## src/rtl/shiftreg_cmd_sequencer_pkg.sv

```systemverilog
// Shared encodings for the shift-register command sequencer: sel codes
// (identical to the shift register's own sel decode) and FSM states.
package shiftreg_cmd_sequencer_pkg;

  localparam logic [1:0] SEL_HOLD  = 2'b00;
  localparam logic [1:0] SEL_LEFT  = 2'b01;
  localparam logic [1:0] SEL_RIGHT = 2'b10;
  localparam logic [1:0] SEL_LOAD  = 2'b11;

  // Command opcodes share the sel encoding; 00 means nop on the command side.
  localparam logic [1:0] OP_NOP   = 2'b00;
  localparam logic [1:0] OP_LEFT  = 2'b01;
  localparam logic [1:0] OP_RIGHT = 2'b10;
  localparam logic [1:0] OP_LOAD  = 2'b11;

  typedef enum logic [1:0] {
    ST_IDLE  = 2'b00,
    ST_LOAD  = 2'b01,
    ST_SHIFT = 2'b10,
    ST_DONE  = 2'b11
  } state_t;

  // True for the two opcodes that expand into shift cycles.
  function automatic logic is_shift_op(input logic [1:0] op);
    return (op == OP_LEFT) || (op == OP_RIGHT);
  endfunction

endpackage

```

## src/rtl/shiftreg_cmd_sequencer_counter.sv

```systemverilog
// Down counter for the SHIFT phase: parallel load, saturating decrement
// (never wraps below zero), and a zero flag the FSM uses to exit SHIFT.
module shiftreg_cmd_sequencer_counter #(
  parameter int CNT_W = 4
) (
  input  logic             clk,
  input  logic             sync_reset_n,
  input  logic             load,
  input  logic [CNT_W-1:0] load_value,
  input  logic             dec,
  output logic [CNT_W-1:0] count,
  output logic             zero
);

  // Load has priority over decrement; decrement stops at zero.
  always_ff @(posedge clk) begin
    if (!sync_reset_n) begin
      count <= '0;
    end else if (load) begin
      count <= load_value;
    end else if (dec && (count != '0)) begin
      count <= count - 1'b1;
    end
  end

  assign zero = (count == '0);

endmodule

```

## src/rtl/shiftreg_cmd_sequencer.sv

```systemverilog
// Command sequencer for the universal shift register. Each accepted command
// expands into LOAD (1 cycle), SHIFT (count cycles) or nothing, always
// followed by a single DONE cycle that pulses done.
//
// Handshake: a command transfers on a rising edge where cmd_valid and
// cmd_ready are both high; cmd_ready is high only in IDLE and depends on the
// state register alone, so cmd_valid may stay asserted across commands and
// cmd_* are ignored whenever cmd_ready is low.
module shiftreg_cmd_sequencer
  import shiftreg_cmd_sequencer_pkg::*;
#(
  parameter int WIDTH = 2,
  parameter int CNT_W = 4
) (
  input  logic             clk,
  input  logic             sync_reset_n,
  input  logic             cmd_valid,
  output logic             cmd_ready,
  input  logic [1:0]       cmd_op,
  input  logic [WIDTH-1:0] cmd_data,
  input  logic [CNT_W-1:0] cmd_count,
  input  logic             cmd_fill,
  output logic [1:0]       sr_sel,
  output logic [WIDTH-1:0] sr_in,
  output logic             sr_rightshift,
  output logic             sr_leftshift,
  output logic             busy,
  output logic             done,
  output logic [1:0]       state_dbg
);

  state_t           state, state_next;
  logic [1:0]       op_q;
  logic             fill_q;
  logic [WIDTH-1:0] data_q;
  logic             cap_en;

  logic [1:0]       sel_next;
  logic [WIDTH-1:0] in_next;
  logic             fill_next;
  logic             busy_next;
  logic             done_next;

  logic             cnt_load;
  logic             cnt_dec;
  logic [CNT_W-1:0] cnt_value;
  logic             cnt_zero;
  logic             accept;

  assign cmd_ready = (state == ST_IDLE);
  assign accept    = cmd_valid && cmd_ready;
  assign state_dbg = state;

  // Shift cycle counter: holds the remaining shifts after the current one.
  shiftreg_cmd_sequencer_counter #(
    .CNT_W(CNT_W)
  ) u_counter (
    .clk         (clk),
    .sync_reset_n(sync_reset_n),
    .load        (cnt_load),
    .load_value  (cmd_count - {{(CNT_W-1){1'b0}}, 1'b1}),
    .dec         (cnt_dec),
    .count       (cnt_value),
    .zero        (cnt_zero)
  );

  // Next state plus next values of every registered output. Outputs are
  // computed for the state being entered so they line up with it.
  always_comb begin
    state_next = state;
    sel_next   = SEL_HOLD;
    in_next    = sr_in;
    fill_next  = 1'b0;
    busy_next  = 1'b0;
    done_next  = 1'b0;
    cnt_load   = 1'b0;
    cnt_dec    = 1'b0;
    cap_en     = 1'b0;
    case (state)
      ST_IDLE: begin
        if (accept) begin
          cap_en    = 1'b1;
          busy_next = 1'b1;
          if (cmd_op == OP_LOAD) begin
            state_next = ST_LOAD;
            sel_next   = SEL_LOAD;
            in_next    = cmd_data;
          end else if (is_shift_op(cmd_op) && (cmd_count != '0)) begin
            state_next = ST_SHIFT;
            sel_next   = cmd_op;
            fill_next  = cmd_fill;
            cnt_load   = 1'b1;
          end else begin
            state_next = ST_DONE;
            done_next  = 1'b1;
          end
        end
      end
      ST_LOAD: begin
        state_next = ST_DONE;
        busy_next  = 1'b1;
        done_next  = 1'b1;
      end
      ST_SHIFT: begin
        busy_next = 1'b1;
        if (cnt_zero) begin
          state_next = ST_DONE;
          done_next  = 1'b1;
        end else begin
          cnt_dec   = 1'b1;
          sel_next  = op_q;
          fill_next = fill_q;
        end
      end
      ST_DONE: begin
        state_next = ST_IDLE;
      end
      default: begin
        state_next = ST_IDLE;
      end
    endcase
  end

  // State register and registered outputs; reset aborts any command silently.
  always_ff @(posedge clk) begin
    if (!sync_reset_n) begin
      state         <= ST_IDLE;
      sr_sel        <= SEL_HOLD;
      sr_in         <= '0;
      sr_rightshift <= 1'b0;
      sr_leftshift  <= 1'b0;
      busy          <= 1'b0;
      done          <= 1'b0;
    end else begin
      state         <= state_next;
      sr_sel        <= sel_next;
      sr_in         <= in_next;
      sr_rightshift <= fill_next;
      sr_leftshift  <= fill_next;
      busy          <= busy_next;
      done          <= done_next;
    end
  end

  // Command capture: op and fill are replayed on every SHIFT cycle.
  always_ff @(posedge clk) begin
    if (!sync_reset_n) begin
      op_q   <= OP_NOP;
      fill_q <= 1'b0;
      data_q <= '0;
    end else if (cap_en) begin
      op_q   <= cmd_op;
      fill_q <= cmd_fill;
      data_q <= cmd_data;
    end
  end

  // data_q is kept for debug visibility of the last accepted load value.
  logic unused_ok;
  assign unused_ok = ^{data_q, cnt_value};

endmodule
```

## config.mk

```make
export PLATFORM = sky130hd
export DESIGN_NAME = shiftreg_cmd_sequencer
export DESIGN_NICKNAME = d
export VERILOG_FILES = /design/src/rtl/shiftreg_cmd_sequencer_pkg.sv /design/src/rtl/shiftreg_cmd_sequencer_counter.sv /design/src/rtl/shiftreg_cmd_sequencer.sv
export SDC_FILE = /design/constraint.sdc
export NUM_CORES = 1
export LEC_CHECK = 0
export BUFFER_PORTS_ARGS = -buffer_cell sky130_fd_sc_hd__buf_4
export CAP_MARGIN = 20
export CORE_MARGIN = 1
export CORE_UTILIZATION = 34
export CTS_CLUSTER_DIAMETER = 60
export DETAILED_ROUTE_END_ITERATION = 7
export PLACE_DENSITY_LB_ADDON = 0.25
export SETUP_SLACK_MARGIN = 0.5
export SKIP_CTS_REPAIR_TIMING = 1
export SLEW_MARGIN = 5
export SYNTH_ARGS = -nofsm -noshare
export SYNTH_HDL_FRONTEND = slang
export SYNTH_SLANG_ARGS = --single-unit
```

## constraint.sdc

```tcl
create_clock -name clk -period 6.2 [get_ports clk]
set_input_delay 0.62 -clock clk [delete_from_list [all_inputs] [get_ports clk]]
set_output_delay 0.62 -clock clk [all_outputs]
set_load 0.005 [all_outputs]
```

; After elaboration in Yosys (flattened, before gate mapping)
; Cells that the tools add are included.
[word_totals]
register_bits = 16
latchBits = 0
ramBits = 0
rom_bits = 0
input_bits = 12
out_inout_bits = 11
word_cells = 62
memories = 0
[op_classes]
add_sub_neg = 2
mul = 0
div = 0
magnitude_cmp = 0
n_eq_ne = 8
shifts = 0
muxes = 31
bitwise_logic = 0
n_reduce_logical = 12
[op_table]
columns = op, n
row1 = two-way mux 1 bit, 17
row2 = two-way mux 2 bit, 7
row3 = "equality test 2 bit, second input constant", 4
row4 = two-way mux 4 bit, 2
row5 = case mux 2 bit (4 select lines), 1
row6 = nonzero test 4 bit, 2
row7 = "subtractor 4 x 1 -> 4 bit, second input constant", 2
row8 = "equality test 2 x 1 -> 1 bit, second input constant", 2
row9 = logical NOT 4 bit, 1
row10 = case mux 1 bit (2 select lines), 2
row11 = case mux 2 bit (2 select lines), 1
row12 = logical AND 1 bit, 3
row13 = case mux 1 bit (3 select lines), 1
row14 = AND reduction 3 bit, 1
row15 = logical NOT 2 bit, 1
row16 = "inequality test 2 x 1 -> 1 bit, second input constant", 1
row17 = "inequality test 2 bit, second input constant", 1
row18 = AND reduction 2 bit, 1
row19 = nonzero test 2 bit, 1
row20 = OR reduction 2 bit, 1
row21 = logical OR 1 bit, 1

; Depth between registers and ports, before layout
[depth]
word_depth = 8
depth_mapped = 9
depth_no_buf = 9

; Modules after synthesis
; A second synthesis with hierarchy kept.
[hier_totals]
cells_unflattened = 112
area_unflattened_um2 = 912.1
[modules_own_cells]
columns = module, n_inst, cells_each, area_per_inst_um2, seq_area_each_um2
row1 = shiftreg_cmd_sequencer, 1, 81, 655.6, 240.2
row2 = shiftreg_cmd_sequencer_counter, 1, 31, 256.5, 80.1

; Worst setup path after synthesis
; No wires, ideal clock.
[synth_timing]
path_kind = input to register
from = in cmd_count[1]
to = reg u_counter.count[2]
setup_time_ps = 74
arrival_ps = 2263
t_required_ps = 6126
slack_ps = 3863
stages = 8
path_buffers = 1
path_cell_list = or4_4 -> buf_6 -> nand2_1 -> mux2i_1 -> ha_1 -> nand2_1 -> or3_1 -> a31oi_1
[synth_between]
elab_chain_cells = 7
elab_cells_between_ends = 9
classes_between = add/sub: 1 / mux: 5 / reduce/logical: 3
[synth_rtl]
columns = element, line_no
row1 = from (decl), shiftreg_cmd_sequencer.sv:21  ; input logic [CNT_W-1:0] cmd_count,
row2 = nonzero test 4 bit, shiftreg_cmd_sequencer.sv:88  ; end else if (is_shift_op(cmd_op) && (cmd_count != '0)) begin
row3 = logical AND 1 bit, shiftreg_cmd_sequencer.sv:88
row4 = two-way mux 1 bit, shiftreg_cmd_sequencer.sv:88
row5 = two-way mux 1 bit, shiftreg_cmd_sequencer.sv:84  ; if (cmd_op == OP_LOAD) begin
row6 = two-way mux 1 bit, shiftreg_cmd_sequencer.sv:81  ; if (accept) begin
row7 = two-way mux 1 bit, shiftreg_cmd_sequencer.sv:79  ; case (state)
row8 = two-way mux 4 bit or nonzero test 2 bit (tied branches), --
row9 = to (signal assigned), shiftreg_cmd_sequencer_counter.sv:20  ; count <= load_value;
row10 = to (signal assigned), shiftreg_cmd_sequencer_counter.sv:22  ; count <= count - 1'b1;
row11 = to (decl), shiftreg_cmd_sequencer_counter.sv:11  ; output logic [CNT_W-1:0] count,
; Parallel ways exist; a longest one is shown, timed or not.
; A chain may end at the register's enable or synchronous reset.

; Final worst setup path
[layout_timing]
from = in cmd_op[0]
to = reg u_counter.count[2]
[layout_between]
elab_chain_cells = 8
elab_cells_between_ends = 11
classes_between = eq/ne: 3 / mux: 5 / reduce/logical: 3
[layout_rtl]
columns = element, line_no
row1 = from (decl), shiftreg_cmd_sequencer.sv:19  ; input logic [1:0] cmd_op,
row2 = equality test 2 x 1 -> 1 bit or equality test 2 bit (tied branches), shiftreg_cmd_sequencer_pkg.sv:25  ; return (op == OP_LEFT) || (op == OP_RIGHT);
row3 = logical OR 1 bit, shiftreg_cmd_sequencer_pkg.sv:25
row4 = logical AND 1 bit, shiftreg_cmd_sequencer.sv:88
row5 = two-way mux 1 bit, shiftreg_cmd_sequencer.sv:88
row6 = two-way mux 1 bit *, shiftreg_cmd_sequencer.sv:84
row7 = two-way mux 1 bit *, shiftreg_cmd_sequencer.sv:81
row8 = two-way mux 1 bit *, shiftreg_cmd_sequencer.sv:79
row9 = two-way mux 4 bit or nonzero test 2 bit (tied branches), --
; Every way passes the cells marked *; elsewhere a longest branch is shown, timed or not.

==> impl_metrics.tcl <==
set metrics [dict create \
    outcome "completed" \
    power_mw 0.3796 \
    grtUsageMet1 0.2038 \
    dr_total_vias 819 \
    viasPerCell 5.353 \
    synth.most_common_cell "nand2_1" \
    post-route-period-util 0.3673 \
    overflow 0 \
    hold_depth 2 \
    cap_violations 0 \
    synth_common_cells "nand2_1, dfxtp_1, ha_1, a21boi_0, inv_1" \
    antenna_left 0 \
    synth_top_area_frac 0.3585 \
    dr.pass1.iters 4 \
    ios 23 \
    io_buffers 22 \
    clk_path_buf_depth 2 \
    grt_first_pass_wirelength_mm 3.146 \
    finalClockSkew_ns 0.001592 \
    yosysWarnings 0 \
    setup_violations 0 \
    cts_num_sinks 16 \
    drt-total-wl_mm 2.046 \
    min_to "sr_in[0]" \
    rsz0062_at_grt "no" \
    hp-start "sr_in[0]" \
    yosysSeqAreaShare 0.3585 \
    start_util 0.3606 \
    die_h_um 53.26 \
    area_growth_pct 22.27 \
    cts_root_buf "clkbuf_4" \
    synth_seq_cells 16 \
    cts_buffers 3 \
    cp_top_family "simple AND/OR/NAND/NOR gates" \
    grt_max_degree 16 \
    r2r_setup_slack_ns 3.95 \
    nNetsFinal 144 \
    endpoint_kind "register" \
    power_density_mw_per_mm2 347.5 \
    die_w_um 53.26 \
    gr-usage-met3 0.03448 \
    clk_pin_slew_ns 0.09 \
    path_class "input port to register" \
    cts_tree "built" \
    row_count 18 \
    grt.total_usage 0.1564 \
    async_reset_ff_frac 0 \
    grtUsageMet2 0.2438 \
    fillers 251 \
    synthDistinctLibCells 35 \
    fmax_mhz 439.1 \
    combPwrFrac 0.461 \
    worstPathRequired_ns 6.42 \
    grt_busiest_layer "met2" \
    rr_worst_depth 9 \
    ctsHtreeMaxLevel 1 \
    clkLatencyLatePin_ns 0.28 \
    synth_area_sq_um 893.4 \
    worstSetupStartpointType "input port" \
    antenna_found_initial 0 \
    drtIter0Drc 22 \
    ys.flop_type "dfxtp_1" \
    drive_gt1_frac 0.2358 \
    pwr-share-clk 0.144 \
    synth.avg_cell_area_sq_um 8.758 \
    critPathMaxFanout 6 \
    finalHoldViolCount 0 \
    yosys.area.top_type "dfxtp_1" \
    p_int_mw 0.2367 \
    grt_pass1_vias 692 \
    die_area_sq_mm 0.002837 \
    ir_worst_vdd_uv 218.3 \
    drv_slew 0 \
    leakagePower_nw 0.4670 \
    cp_cell_sequence "buf_4 > ha_1 > and4b_1 > nand2_1 > mux2i_1 > ha_1 > nand2_1 > or3_1 > a31oi_1" \
    fin_crit_ns 2.277 \
    hold_class "register to register" \
    antenna_cells 0 \
    cp.buffers_inverters 1 \
    slowest_delay_ns 0.36 \
    relSlewSlack 0.7270 \
    cp.arrival_ns 2.49 \
    synth_fp_nets 121 \
    core_sq_mm 0.002477 \
    r2r_start "state_dbg[0]" \
    synthTopCellsByArea "dfxtp_1, ha_1, nand2_1" \
    hpwl_mm 1.476 \
    gp_congestion 0.7921 \
    crit_slowest_cell "ha_1" \
    drc 0 \
    p_sw_mw 0.1429 \
    register_area_sq_um 320.3 \
    r2r_end "u_counter.count[2]" \
    worst_slew_pin_slew_ns 0.4051 \
    synth_edf_count 0 \
    seq_power_share 0.395 \
    switching_share 0.3765 \
    avgRoutedWirePerCell_um 13.37 \
    syn-instance-count 102 \
    multi_input_area_sq_um 524.3 \
    fin_tns_setup_ns 0 \
]
## cells by family (layout without fill, tap and decap cells)
family                   count (synthesis)  count (layout)  synth area share
flip-flops                              16              16            0.3585
multiplexers                             5               5           0.05742
adder cells (fa/ha/maj)                  7               7           0.09803
buffers and inverters                   10              31           0.05463
AND/OR/NAND/NOR                         36              36            0.2045
XOR/XNOR                                 1               1          0.009806
AO/OA/AOI/OAI                           27              27            0.2171
## layout make-up
type / count / area share
Inverter: 6 / 0.02062
Multi-Input combinational cell: 76 / 0.4800
Tap cell: 30 / 0.03436
Timing Repair Buffer: 22 / 0.1512
Sequential cell: 16 / 0.2932
Clock buffer: 3 / 0.02062
## layout by cell type, fill, tap and decap left out, types with 2 or more instances in the layout
master / instances
nand4_1: 2
dfxtp_1: 16
a21oi_1: 3
nor2_1: 4
inv_1: 6
a21boi_0: 6
a31oi_1: 4
clkbuf_4: 3
a21o_1: 2
mux2i_1: 4
nand2b_1: 2
nand2_1: 17
o31ai_1: 2
ha_1: 7
buf_4: 22
o21ai_0: 3
nand3_1: 3
## worst max path at each step
| stage | startpoint | end | slack (ns) | cells after the start |
|---|---|---|---|---|
| after global placement | cmd_op[0] | u_counter.count[2] | 3.73 | 9 |
| after CTS | cmd_op[0] | u_counter.count[2] | 3.94 | 9 |
| after floorplan | cmd_count[1] | u_counter.count[2] | 3.86 | 8 |
| final | cmd_op[0] | u_counter.count[2] | 3.92 | 9 |
| after detailed placement | cmd_op[0] | u_counter.count[2] | 3.62 | 9 |
| after global routing | state_dbg[0] | u_counter.count[2] | 3.80 | 9 |
## flip-flops by register name (all words and copies together) (netlist names)
register and cells:
sr_sel 2, busy 1, state_dbg 2, op_q 2, fill_q 1, done 1
sr_leftshift 1, u_counter.count 4, sr_in 2
## power by group through the flow
stage                     logic, mW  registers, mW  clock network [mW]
after floorplan               0.115          0.149                   0
after global placement        0.173          0.151                   0
after detailed placement      0.174          0.152                   0
after CTS                     0.175          0.150              0.0581
after global routing          0.197          0.154              0.0610
final                         0.175          0.150              0.0547
## metal layers
layer / wire length [um] / part of all wire
met1: 974 / 0.48
met4: 29 / 0.014
met2: 916 / 0.45
met3: 125 / 0.061
met5: 0 / 0
## worst min-delay path, delay by kind of cell (launching register included)
kind	cells	cell delay, ns
flip-flops	1	0.32
AO/OA/AOI/OAI	1	0.06
AND/OR/NAND/NOR	1	0.05
## stage by stage
stage / worst slack [ns] / utilization / std cells / hold slack (ns) / area (sq um)
CTS: 3.938 / 0.4409 / 153 / 0.4769 / 1092
floorplan: 3.863 / - / 102 / 0.4431 / 893.4
global placement: 3.730 / 0.4318 / 150 / 0.4535 / 1070
global route: 3.804 / 0.4409 / 153 / 0.4957 / 1092
detailed placement: 3.618 / 0.4318 / 150 / 0.4633 / 1070
finish: 3.923 / 0.4409 / 153 / 0.4728 / 1092
Power figures use the tool's default switching activity.
